[src/rtl/layer_sequencer.sv]
// layer_sequencer
// Purpose: walks a chain of NUM_LAYERS processing layers (conv/relu/pool
// stages). Work on each layer is requested with a level-held begin bit. At
// most two layers are in flight: the oldest unretired layer (head) and the
// one after it. Layers retire in order. A layer that finishes early waits as
// "pending" until head completes, and then both retire together.
//
// Parameters:
//   NUM_LAYERS     number of chained layers, 2..8 (default 6)
//   TIMEOUT_CYCLES watchdog limit in cycles between retires (default 50000)
//
// Ports:
//   clk            single clock, rising edge
//   rst            synchronous active-high reset
//   start          one-cycle request to run the network once
//   layer_complete bit k = complete flag from layer k
//   layer_begin    bit k = level-held begin for layer k (registered)
//   busy           high while running (registered)
//   cur_layer      index of the head layer while running, else 0 (registered)
//   net_done       one-cycle pulse when the last layer retires (registered)
//   timeout_err    sticky watchdog error flag (registered)
//
// Optional feature: define LAYER_TIMEOUT_EN to build the 16-bit watchdog and
// the ERR state. Without it, timeout_err is tied low and ERR is unreachable.

module layer_sequencer #(
  parameter int          NUM_LAYERS     = 6,
  parameter logic [15:0] TIMEOUT_CYCLES = 16'd50000
) (
  input  logic                  clk,
  input  logic                  rst,
  input  logic                  start,
  input  logic [NUM_LAYERS-1:0] layer_complete,
  output logic [NUM_LAYERS-1:0] layer_begin,
  output logic                  busy,
  output logic [2:0]            cur_layer,
  output logic                  net_done,
  output logic                  timeout_err
);

  typedef enum logic [1:0] {
    IDLE = 2'd0,
    RUN  = 2'd1,
    ERR  = 2'd2
  } state_t;

  // Head is held in 4 bits so that it can represent NUM_LAYERS itself
  // (up to 8) when the final layer retires.
  localparam logic [3:0] LAST = 4'(NUM_LAYERS);

  state_t                state_q, state_d;
  logic [3:0]            head_q, head_d;
  logic                  pending_q, pending_d;
  logic [NUM_LAYERS-1:0] begin_d;
  logic                  busy_d;
  logic [2:0]            cur_d;
  logic                  done_d;

  logic [3:0]            head_p1;
  logic [3:0]            head_new;
  logic [3:0]            head_new_p1;
  logic                  head_cmp;
  logic                  next_cmp;

`ifdef LAYER_TIMEOUT_EN
  logic [15:0]           wdog_q, wdog_d;
  logic                  terr_d;
`endif

  // Next-state and output logic. A complete from the second in-flight layer
  // only counts while its begin is high, so an early complete cannot be seen
  // twice and completes from layers that are not yet active are ignored.
  always_comb begin
    state_d     = state_q;
    head_d      = head_q;
    pending_d   = pending_q;
    begin_d     = '0;
    busy_d      = 1'b0;
    cur_d       = 3'd0;
    done_d      = 1'b0;
    head_p1     = head_q + 4'd1;
    head_new    = head_q;
    head_new_p1 = head_q + 4'd1;
    head_cmp    = 1'b0;
    next_cmp    = 1'b0;
`ifdef LAYER_TIMEOUT_EN
    wdog_d      = wdog_q;
    terr_d      = timeout_err;
`endif

    for (int k = 0; k < NUM_LAYERS; k++) begin
      if (4'(k) == head_q) begin
        head_cmp = layer_complete[k];
      end
      if (4'(k) == head_p1) begin
        next_cmp = layer_complete[k] & layer_begin[k];
      end
    end

    case (state_q)
      IDLE, ERR: begin
        head_d    = 4'd0;
        pending_d = 1'b0;
        if (start) begin
          // Only the first layer starts on entry. Its successor follows one
          // cycle later through the normal RUN path.
          state_d    = RUN;
          begin_d[0] = 1'b1;
          busy_d     = 1'b1;
`ifdef LAYER_TIMEOUT_EN
          wdog_d     = 16'd0;
          terr_d     = 1'b0;
`endif
        end
      end

      RUN: begin
        if (head_cmp) begin
          head_new  = (next_cmp || pending_q) ? head_q + 4'd2 : head_q + 4'd1;
          pending_d = 1'b0;
`ifdef LAYER_TIMEOUT_EN
          wdog_d    = 16'd0;
`endif
        end else begin
          pending_d = pending_q | next_cmp;
`ifdef LAYER_TIMEOUT_EN
          wdog_d    = wdog_q + 16'd1;
`endif
        end
        head_new_p1 = head_new + 4'd1;

        if (head_new >= LAST) begin
          state_d = IDLE;
          head_d  = 4'd0;
          done_d  = 1'b1;
        end else begin
          head_d = head_new;
          busy_d = 1'b1;
          cur_d  = head_new[2:0];
          // The successor stays dropped once it has already finished.
          for (int k = 0; k < NUM_LAYERS; k++) begin
            if (4'(k) == head_new || (4'(k) == head_new_p1 && !pending_d)) begin
              begin_d[k] = 1'b1;
            end
          end
        end
      end

      default: begin
        state_d   = IDLE;
        head_d    = 4'd0;
        pending_d = 1'b0;
      end
    endcase

`ifdef LAYER_TIMEOUT_EN
    // The watchdog overrides any retire that happens in the same cycle.
    if (state_q == RUN && wdog_q >= TIMEOUT_CYCLES) begin
      state_d   = ERR;
      head_d    = 4'd0;
      pending_d = 1'b0;
      begin_d   = '0;
      busy_d    = 1'b0;
      cur_d     = 3'd0;
      done_d    = 1'b0;
      terr_d    = 1'b1;
    end
`endif
  end

  // State and registered outputs.
  always_ff @(posedge clk) begin
    if (rst) begin
      state_q     <= IDLE;
      head_q      <= 4'd0;
      pending_q   <= 1'b0;
      layer_begin <= '0;
      busy        <= 1'b0;
      cur_layer   <= 3'd0;
      net_done    <= 1'b0;
    end else begin
      state_q     <= state_d;
      head_q      <= head_d;
      pending_q   <= pending_d;
      layer_begin <= begin_d;
      busy        <= busy_d;
      cur_layer   <= cur_d;
      net_done    <= done_d;
    end
  end

`ifdef LAYER_TIMEOUT_EN
  // Watchdog counter and sticky error flag.
  always_ff @(posedge clk) begin
    if (rst) begin
      wdog_q      <= 16'd0;
      timeout_err <= 1'b0;
    end else begin
      wdog_q      <= wdog_d;
      timeout_err <= terr_d;
    end
  end
`else
  assign timeout_err = 1'b0;
`endif

endmodule
[config.mk]
export PLATFORM = sky130hd
export DESIGN_NAME = layer_sequencer
export DESIGN_NICKNAME = d
export VERILOG_FILES = /design/src/rtl/layer_sequencer.sv
export SDC_FILE = /design/constraint.sdc
export NUM_CORES = 1
export LEC_CHECK = 0
export CORE_MARGIN = 2
export CORE_UTILIZATION = 48
export CTS_CLUSTER_SIZE = 28
export DETAILED_ROUTE_END_ITERATION = 7
export HOLD_SLACK_MARGIN = 0.12
export PLACE_DENSITY = 0.85
export SYNTH_ARGS = -nofsm -noshare
export SYNTH_HDL_FRONTEND = slang
export SYNTH_SLANG_ARGS = --single-unit
export TNS_END_PERCENT = 100
[constraint.sdc]
create_clock -name clk -period 3.3 [get_ports clk]
set_input_delay 0.66 -clock clk [delete_from_list [all_inputs] [get_ports clk]]
set_output_delay 0.66 -clock clk [all_outputs]
set_load 0.05 [all_outputs]
Word-level counts from Yosys, hierarchy flattened
Cells that the tools add are included.
{"block": "word_totals", "regBits": 18, "in_bits": 9, "output_inout_bits": 12}
{"block": "op_classes", "addsub": 3, "magnitude_cmp": 1, "eq_ne": 24, "muxes": 32, "bitwise": 8, "n_reduce_logical": 23}
{"cell": "$eq 2x4->1 const A", "n": 8}
{"cell": "$eq 3x4->1 const A", "n": 8}
{"cell": "$mux 1", "n": 24}
{"cell": "$eq 1x4->1 const A", "n": 4}
{"cell": "$logic_not 4->1", "n": 4}
{"cell": "$mux 4", "n": 3}
{"cell": "$add 4x1->4 const B", "n": 2}
{"cell": "$logic_or 1x1->1", "n": 7}
{"cell": "$and 1x1->1", "n": 6}
{"cell": "$logic_and 1x1->1", "n": 6}
{"cell": "$add 4x2->4 const B", "n": 1}
{"cell": "$ge 4x3->1 const B", "n": 1}
{"cell": "$mux 2", "n": 2}
{"cell": "$ne 2x2->1 const B", "n": 2}
{"cell": "$pmux 1 s2", "n": 2}
{"cell": "$pmux 2 s2", "n": 1}
{"cell": "$reduce_or 2->1", "n": 2}
{"cell": "$reduce_or 3->1", "n": 1}
{"cell": "$eq 2x1->1 const B", "n": 1}
{"cell": "$eq 2x2->1 const B", "n": 1}
{"cell": "$logic_not 2->1", "n": 1}
{"cell": "$reduce_and 2->1", "n": 1}
{"cell": "$logic_not 1->1", "n": 1}
{"cell": "$not 1->1", "n": 1}
{"cell": "$or 1x1->1", "n": 1}

Longest topological paths before layout
Gate-level depths: netlist of the first run.
{"block": "logic_depth", "ltp_word": 19, "ltp_mapped": 10, "depth_no_buf": 8}

Least setup slack after synthesis of the first run
Ideal clock, no wire load.
{"block": "synth_path", "kind": "register -> register", "from": "register cur_layer[1] (netlist name)", "to": "register layer_begin[2]", "arrival_time_ns": 2.682, "required_time_ns": 3.210, "slack_ns": 0.528, "path_stages_with_launch": 11, "n_path_buf": 2, "path_cell_list": "dfxtp_1 -> clkbuf_1 -> clkinv_1 -> ha_1 -> a211oi_1 -> o21ai_0 -> a22oi_1 -> buf_2 -> nor4_1 -> a221oi_1 -> nor4bb_2"}
{"item": "end signal, assigned", "line": "185", "source": "layer_begin <= begin_d;"}
{"item": "end, declared", "line": "34", "source": "output logic [NUM_LAYERS-1:0] layer_begin,"}

==> results of run 1 <==
per-stage QoR:
stage / instance area, sq um / setup slack (ns) / hold slack [ns]
2_1_floorplan: 1090 / 0.5284 / 0.4892
6_report: 1335 / 0.3835 / 0.5658
5_1_grt: 1335 / 0.08376 / 0.5942
3_3_place_gp: 1282 / 0.3827 / 0.5328
4_1_cts: 1319 / 0.1437 / 0.5572
3_5_place_dp: 1282 / 0.1733 / 0.5446
sequential cells by signal, summed over array words and instances, names as in the netlist:
signal / flops
cur_layer: 2
head_q: 2
state_q: 1
busy: 1
net_done: 1
layer_begin: 6
pending_q: 1
layer usage:
metal	routed length, microns	vias up
met5	0	-
met4	47	0
met3	218	9
met2	1308	71
met1	1241	509
li1	-	508
path summary, 6_finish.rpt:
check / startpoint / endpoint / cells past startpoint
worst max register to register: cur_layer[0] / busy / 7
worst min-delay path: state_q[0] / pending_q / 2
worst max-delay path: cur_layer[0] / busy / 7
worst min register to register: state_q[0] / pending_q / 2
cell families (layout without fill, tap and decap cells):
logic type	count (synthesis)	after routing	share of synthesized area [%]
DFF	14	14	25.81
xor gates and xnor gates	3	3	2.420
AOI/OAI and AO/OA	33	33	27.65
muxes	2	2	1.843
and+or+nand+nor	47	47	26.38
other	1	2	0.3453
buffers and inverters	14	33	7.489
adders and majority gates	7	7	8.064
what timing repair did:
action / in CTS / in global routing
resized for setup: 0 / 1
buffers inserted: 0 / 2
setup endpoints to repair: 0 / 8
hold buffers: 0 / 0
critical path: stages, from the launching register on:
cell      delay (ns)
dfxtp_1         0.57
ha_1            0.41
xnor2_1         0.18
a311o_1         0.42
a41oi_4         0.34
mux2i_1         0.33
o211ai_2        0.23
a311oi_1        0.33
cell usage after synthesis (all sizes together) (5+ instances only):
cell type	number	share of area (%)
dfxtp	14	26
nand2	9	3.1
buf	8	5.4
ha	7	8.1
nor3	7	3.2
nor4	5	2.9
power groups by stage:
stage	clock network, W	logic [W]	registers [W]
global route	0.000132	0.0000680	0.000178
global placement	0	0.0000606	0.000181
finish	0.000125	0.0000632	0.000178
detailed placement	0	0.0000613	0.000181
CTS	0.000126	0.0000619	0.000177
floorplan	0	0.0000309	0.000190
final cells by class:
class / instances / area [sq um]
Multi-Input combinational cell: 94 / 728.2
Timing Repair Buffer: 26 / 242.7
Fill cell: 190 / 834.6
Tap cell: 28 / 35.03
Sequential cell: 14 / 281.5
Inverter: 3 / 11.26
Clock buffer: 4 / 36.28
==> flow_metrics.env, run 1 <==
export IMPL_status="complete, no violations"
export IMPL_fp_row_count=17
export IMPL_dr_total_vias=1097
export IMPL_max_slew_margin_rel_pct=62.78
export IMPL_synthDistinctLibCells=49
export IMPL_final_antenna_net_count=0
export IMPL_ys_flop_type="dfxtp_1"
export IMPL_use_met1_pct=30.70
export IMPL_coreArea_sq_um=2170
export IMPL_fin_crit_sh_pct=88.38
export IMPL_hp_class="reg -> reg"
export IMPL_leakage_nw=0.4943
export IMPL_grt_pass1_vias=1049
export IMPL_yosysSeqAreaShare_pct=25.81
export IMPL_ys_seq_elements=14
export IMPL_final_common_cell="clkdlybuf4s50_1"
export IMPL_slew_viol_final=0
export IMPL_skew_ns=0.01023
export IMPL_clkPwrFrac_pct=34.2
export IMPL_synth_edf_count=0
export IMPL_htree_levels=1
export IMPL_drt_iter0_drc=38
export IMPL_cts_sinks=14
export IMPL_port_buffers=19
export IMPL_busiest_layer="met2"
export IMPL_syn_inst=121
export IMPL_via_per_inst=6.491
export IMPL_finalSetupViolCount=0
export IMPL_finalHoldViolCount=0
export IMPL_detail_route_wirelength_mm=2.816
export IMPL_final_cell_count_no_fill=169
export IMPL_peakVddDrop_mv=0.2297
export IMPL_wl_per_cell_microns=16.66
export IMPL_cts_tree="done"
export IMPL_required_ns=3.49
export IMPL_worstPathMaxFanout=11
export IMPL_met2_usage_pct=37.82
export IMPL_critPathKind="reg -> reg"
export IMPL_min_period_ns=2.916
export IMPL_grt_pass1_wl_mm=4.698
export IMPL_antenna_found_initial=0
export IMPL_rsz0062_at_grt="no"
export IMPL_avgSynthCellArea_sq_um=8.976
export IMPL_initial_core_util_pct=50.06
export IMPL_worstSkewPairLatency_ns=0.29
export IMPL_insertedDiodeCount=0
export IMPL_tightest_slew_ns=0.5575
export IMPL_final_nets=158
export IMPL_maxCapViolCount=0
export IMPL_r2r_slack_ns=0.38
export IMPL_clockBufferDepth=2
export IMPL_utilization_pct=61.53
export IMPL_num_io_pins=21
export IMPL_dpl_cell_count=163
export IMPL_fp_dieW_microns=51.57
export IMPL_drive_above_1_share_pct=14.18
export IMPL_async_reset_ff_share_pct=0
export IMPL_yosysWarnings=0
export IMPL_timing_fmax_ghz=0.3429
export IMPL_track_usage_pct=22.76
export IMPL_power_switching_w=0.00009876
export IMPL_cts_buffers=3
export IMPL_finalPower_w=0.0003661
export IMPL_place_congestion=0.8813
export IMPL_combPwrFrac_pct=17.3
export IMPL_drt_pass1_iter_count=4
export IMPL_met3_usage_pct=1.724
export IMPL_seqPwrFrac_pct=48.5
export IMPL_dieArea_sq_um=2659
export IMPL_fp_dieH_microns=51.57
export IMPL_final_cell_mix="19 x clkdlybuf4s50_1, 13 x dfxtp_1, 9 x nand2_1"
export IMPL_setup_tns_ns=0
export IMPL_route_detailed_drc=0
export IMPL_cp_data_arrival_time_ns=3.10
export IMPL_dp_hpwl_mm=2.035
export IMPL_root_buffer="clkbuf_4"
export IMPL_grt_ovfl_total=0
export IMPL_internal_power_w=0.0002673
export IMPL_clkTransAtPathRegs_ns=0.09
export IMPL_syn_to_final_growth_pct=22.93
export IMPL_syn_cell_area_sq_um=1086
export IMPL_power_density_nw_per_um2=274.2
export IMPL_power_switching_share_pct=26.98
export IMPL_grt_start_max_net_pins=17
export IMPL_critPathCaptureType="register"
export IMPL_worstSetupStartpointType="register"
No activity file was read; power rests on OpenSTA's default activity.
==> run 2, diff against run 1 <==
Settings changed: CORE_UTILIZATION 48 to 50, CTS_CLUSTER_DIAMETER set to 40, PLACE_DENSITY 0.85 to 0.87, TNS_END_PERCENT 100 to 10.
==> flow_metrics.env, run 2 (synthesis gave the netlist of run 1 again) <==
export IMPL_status="complete, no violations"
export IMPL_final_antenna_net_count=0
export IMPL_initial_core_util_pct=54.25
export IMPL_tightest_slew_ns=0.6219
export IMPL_antenna_found_initial=0
export IMPL_max_stage_delay_ns=0.52
export IMPL_final_cell_mix="19 x clkdlybuf4s50_1, 14 x dfxtp_1, 9 x nand2_1"
export IMPL_crit_path_cell_trace="ha_1, xnor2_1, a311o_1, a41oi_4, mux2i_1, o211ai_2, o32ai_1"
export IMPL_rsz0062_at_grt="no"
export IMPL_cts_sinks=14
export IMPL_drive_above_1_share_pct=11.59
export IMPL_grt_pass1_vias=984
export IMPL_setup_slack_ns=0.3033
export IMPL_max_slew_margin_rel_pct=58.48
export IMPL_required_ns=3.48
export IMPL_fp_dieH_microns=50.61
export IMPL_multiInputGateArea_sq_um=728.2
export IMPL_fp_row_count=16
export IMPL_port_buffers=19
export IMPL_route_detailed_drc=0
export IMPL_finalHoldViolCount=0
export IMPL_root_buffer="clkbuf_4"
export IMPL_grt_ovfl_total=0
export IMPL_setup_tns_ns=0
export IMPL_worstSkewPairLatency_ns=0.28
export IMPL_largest_reg_flops=6
export IMPL_maxCapViolCount=0
export IMPL_timing_fmax_ghz=0.3337
export IMPL_grt_start_max_net_pins=17
export IMPL_dp_hpwl_mm=2.112
export IMPL_peakVddDrop_mv=0.2577
export IMPL_fp_dieW_microns=50.61
export IMPL_pre_cts_ws_ns=0.3115
export IMPL_cts_hold_buf=0
export IMPL_clkTransAtPathRegs_ns=0.08
export IMPL_final_nets=156
export IMPL_coreArea_sq_um=2002
export IMPL_cts_tree="done"
export IMPL_slew_viol_final=0
export IMPL_worstPathMaxFanout=16
export IMPL_power_density_nw_per_um2=256.3
export IMPL_cts_resized=0
export IMPL_htree_levels=1
export IMPL_min_period_ns=2.997
export IMPL_num_io_pins=21
export IMPL_fillerInstances=183
export IMPL_drt_iter0_drc=51
export IMPL_wl_per_cell_microns=16.65
export IMPL_clockBufferDepth=2
export IMPL_skew_ns=0.001685
export IMPL_postCtsSetupBuffers=0
export IMPL_fin_crit_sh_pct=90.81
export IMPL_leakage_nw=0.4782
export IMPL_critPathCaptureType="register"
export IMPL_dieArea_sq_um=2561
export IMPL_dr_total_vias=1051
export IMPL_insertedDiodeCount=0
export IMPL_r2r_slack_ns=0.30
export IMPL_detail_route_wirelength_mm=2.747
export IMPL_critPathSlowestCell="dfxtp_1"
export IMPL_worstSetupStartpointType="register"
export IMPL_critPathKind="reg -> reg"
export IMPL_cp_data_arrival_time_ns=3.18
export IMPL_final_common_cell="clkdlybuf4s50_1"
export IMPL_reg_top3="layer_begin x6, cur_layer x2, head_q x2"
export IMPL_finalSetupViolCount=0
export IMPL_regMostFlops="layer_begin"
export IMPL_regArea_sq_um=280.3
export IMPL_drt_pass1_iter_count=4
export IMPL_syn_to_final_growth_pct=20.05
export IMPL_place_congestion=0.9599
export IMPL_cts_buffers=3
export IMPL_track_usage_pct=23.81
export IMPL_hp_class="reg -> reg"
export IMPL_grt_pass1_wl_mm=4.609
export IMPL_via_per_inst=6.370
==> run 2: cell types whose count changed in the layout (fill, tap and decap cells not counted) <==
cell / change
dfxtp_2: -1
dfxtp_1: +1
clkbuf_8: -1
buf_4: -2
==> run 2: per-stage QoR <==
step	instance area [sq um]	cells	total power, W	utilization, %	hold WS [ns]
6_report	1304	165	0.0003342	65.13	0.5609
3_5_place_dp	1281	162	0.0002425	64.00	0.5469
5_1_grt	1304	165	0.0003466	65.13	0.6200
4_1_cts	1304	165	0.0003357	65.13	0.5629
2_1_floorplan	1090	122	0.0002204	-	0.4892
3_3_place_gp	1281	162	0.0002414	64.00	0.5445
==> run 2: per-layer routing <==
layer / track usage, % / part of all wire [%] / vias up
met2: 41.23 / 49 / 51
met1: 30.74 / 43 / 495
met4: 5.856 / 0.69 / 0
li1: - / - / 503
met3: 3.869 / 7.4 / 2
met5: 0 / 0 / -
==> run 2: area by class of cell <==
class                           instances  area share (%)
Clock buffer                            3           1.727
Inverter                                3          0.8637
Multi-Input combinational cell         94           55.85
Sequential cell                        14           21.50
Tap cell                               27           2.591
Timing Repair Buffer                   24           17.47
==> run 2: final timing paths <==
check                from        endpoint  cells after the start
max reg2reg  cur_layer[1]  layer_begin[0]                      7
max          cur_layer[1]  layer_begin[0]                      7
min reg2reg    state_q[0]       pending_q                      2
min            state_q[0]       pending_q                      2
==> run 2: worst max-delay path, delay by kind of cell (launching register included) <==
| kind | cells | cell delay [ns] |
|---|---|---|
| AO/OA/AOI/OAI | 4 | 1.42 |
| XOR/XNOR | 1 | 0.19 |
| flip-flops | 1 | 0.52 |
| adder cells (fa/ha/maj) | 1 | 0.43 |
| multiplexers | 1 | 0.32 |
==> run 2: where the power goes <==
part	internal [W]	switching [W]	total, W
registers	0.000173	0.00000343	0.000177
clock network	0.0000424	0.0000522	0.0000946
logic	0.0000263	0.0000365	0.0000628
total	0.000242	0.0000922	0.000334
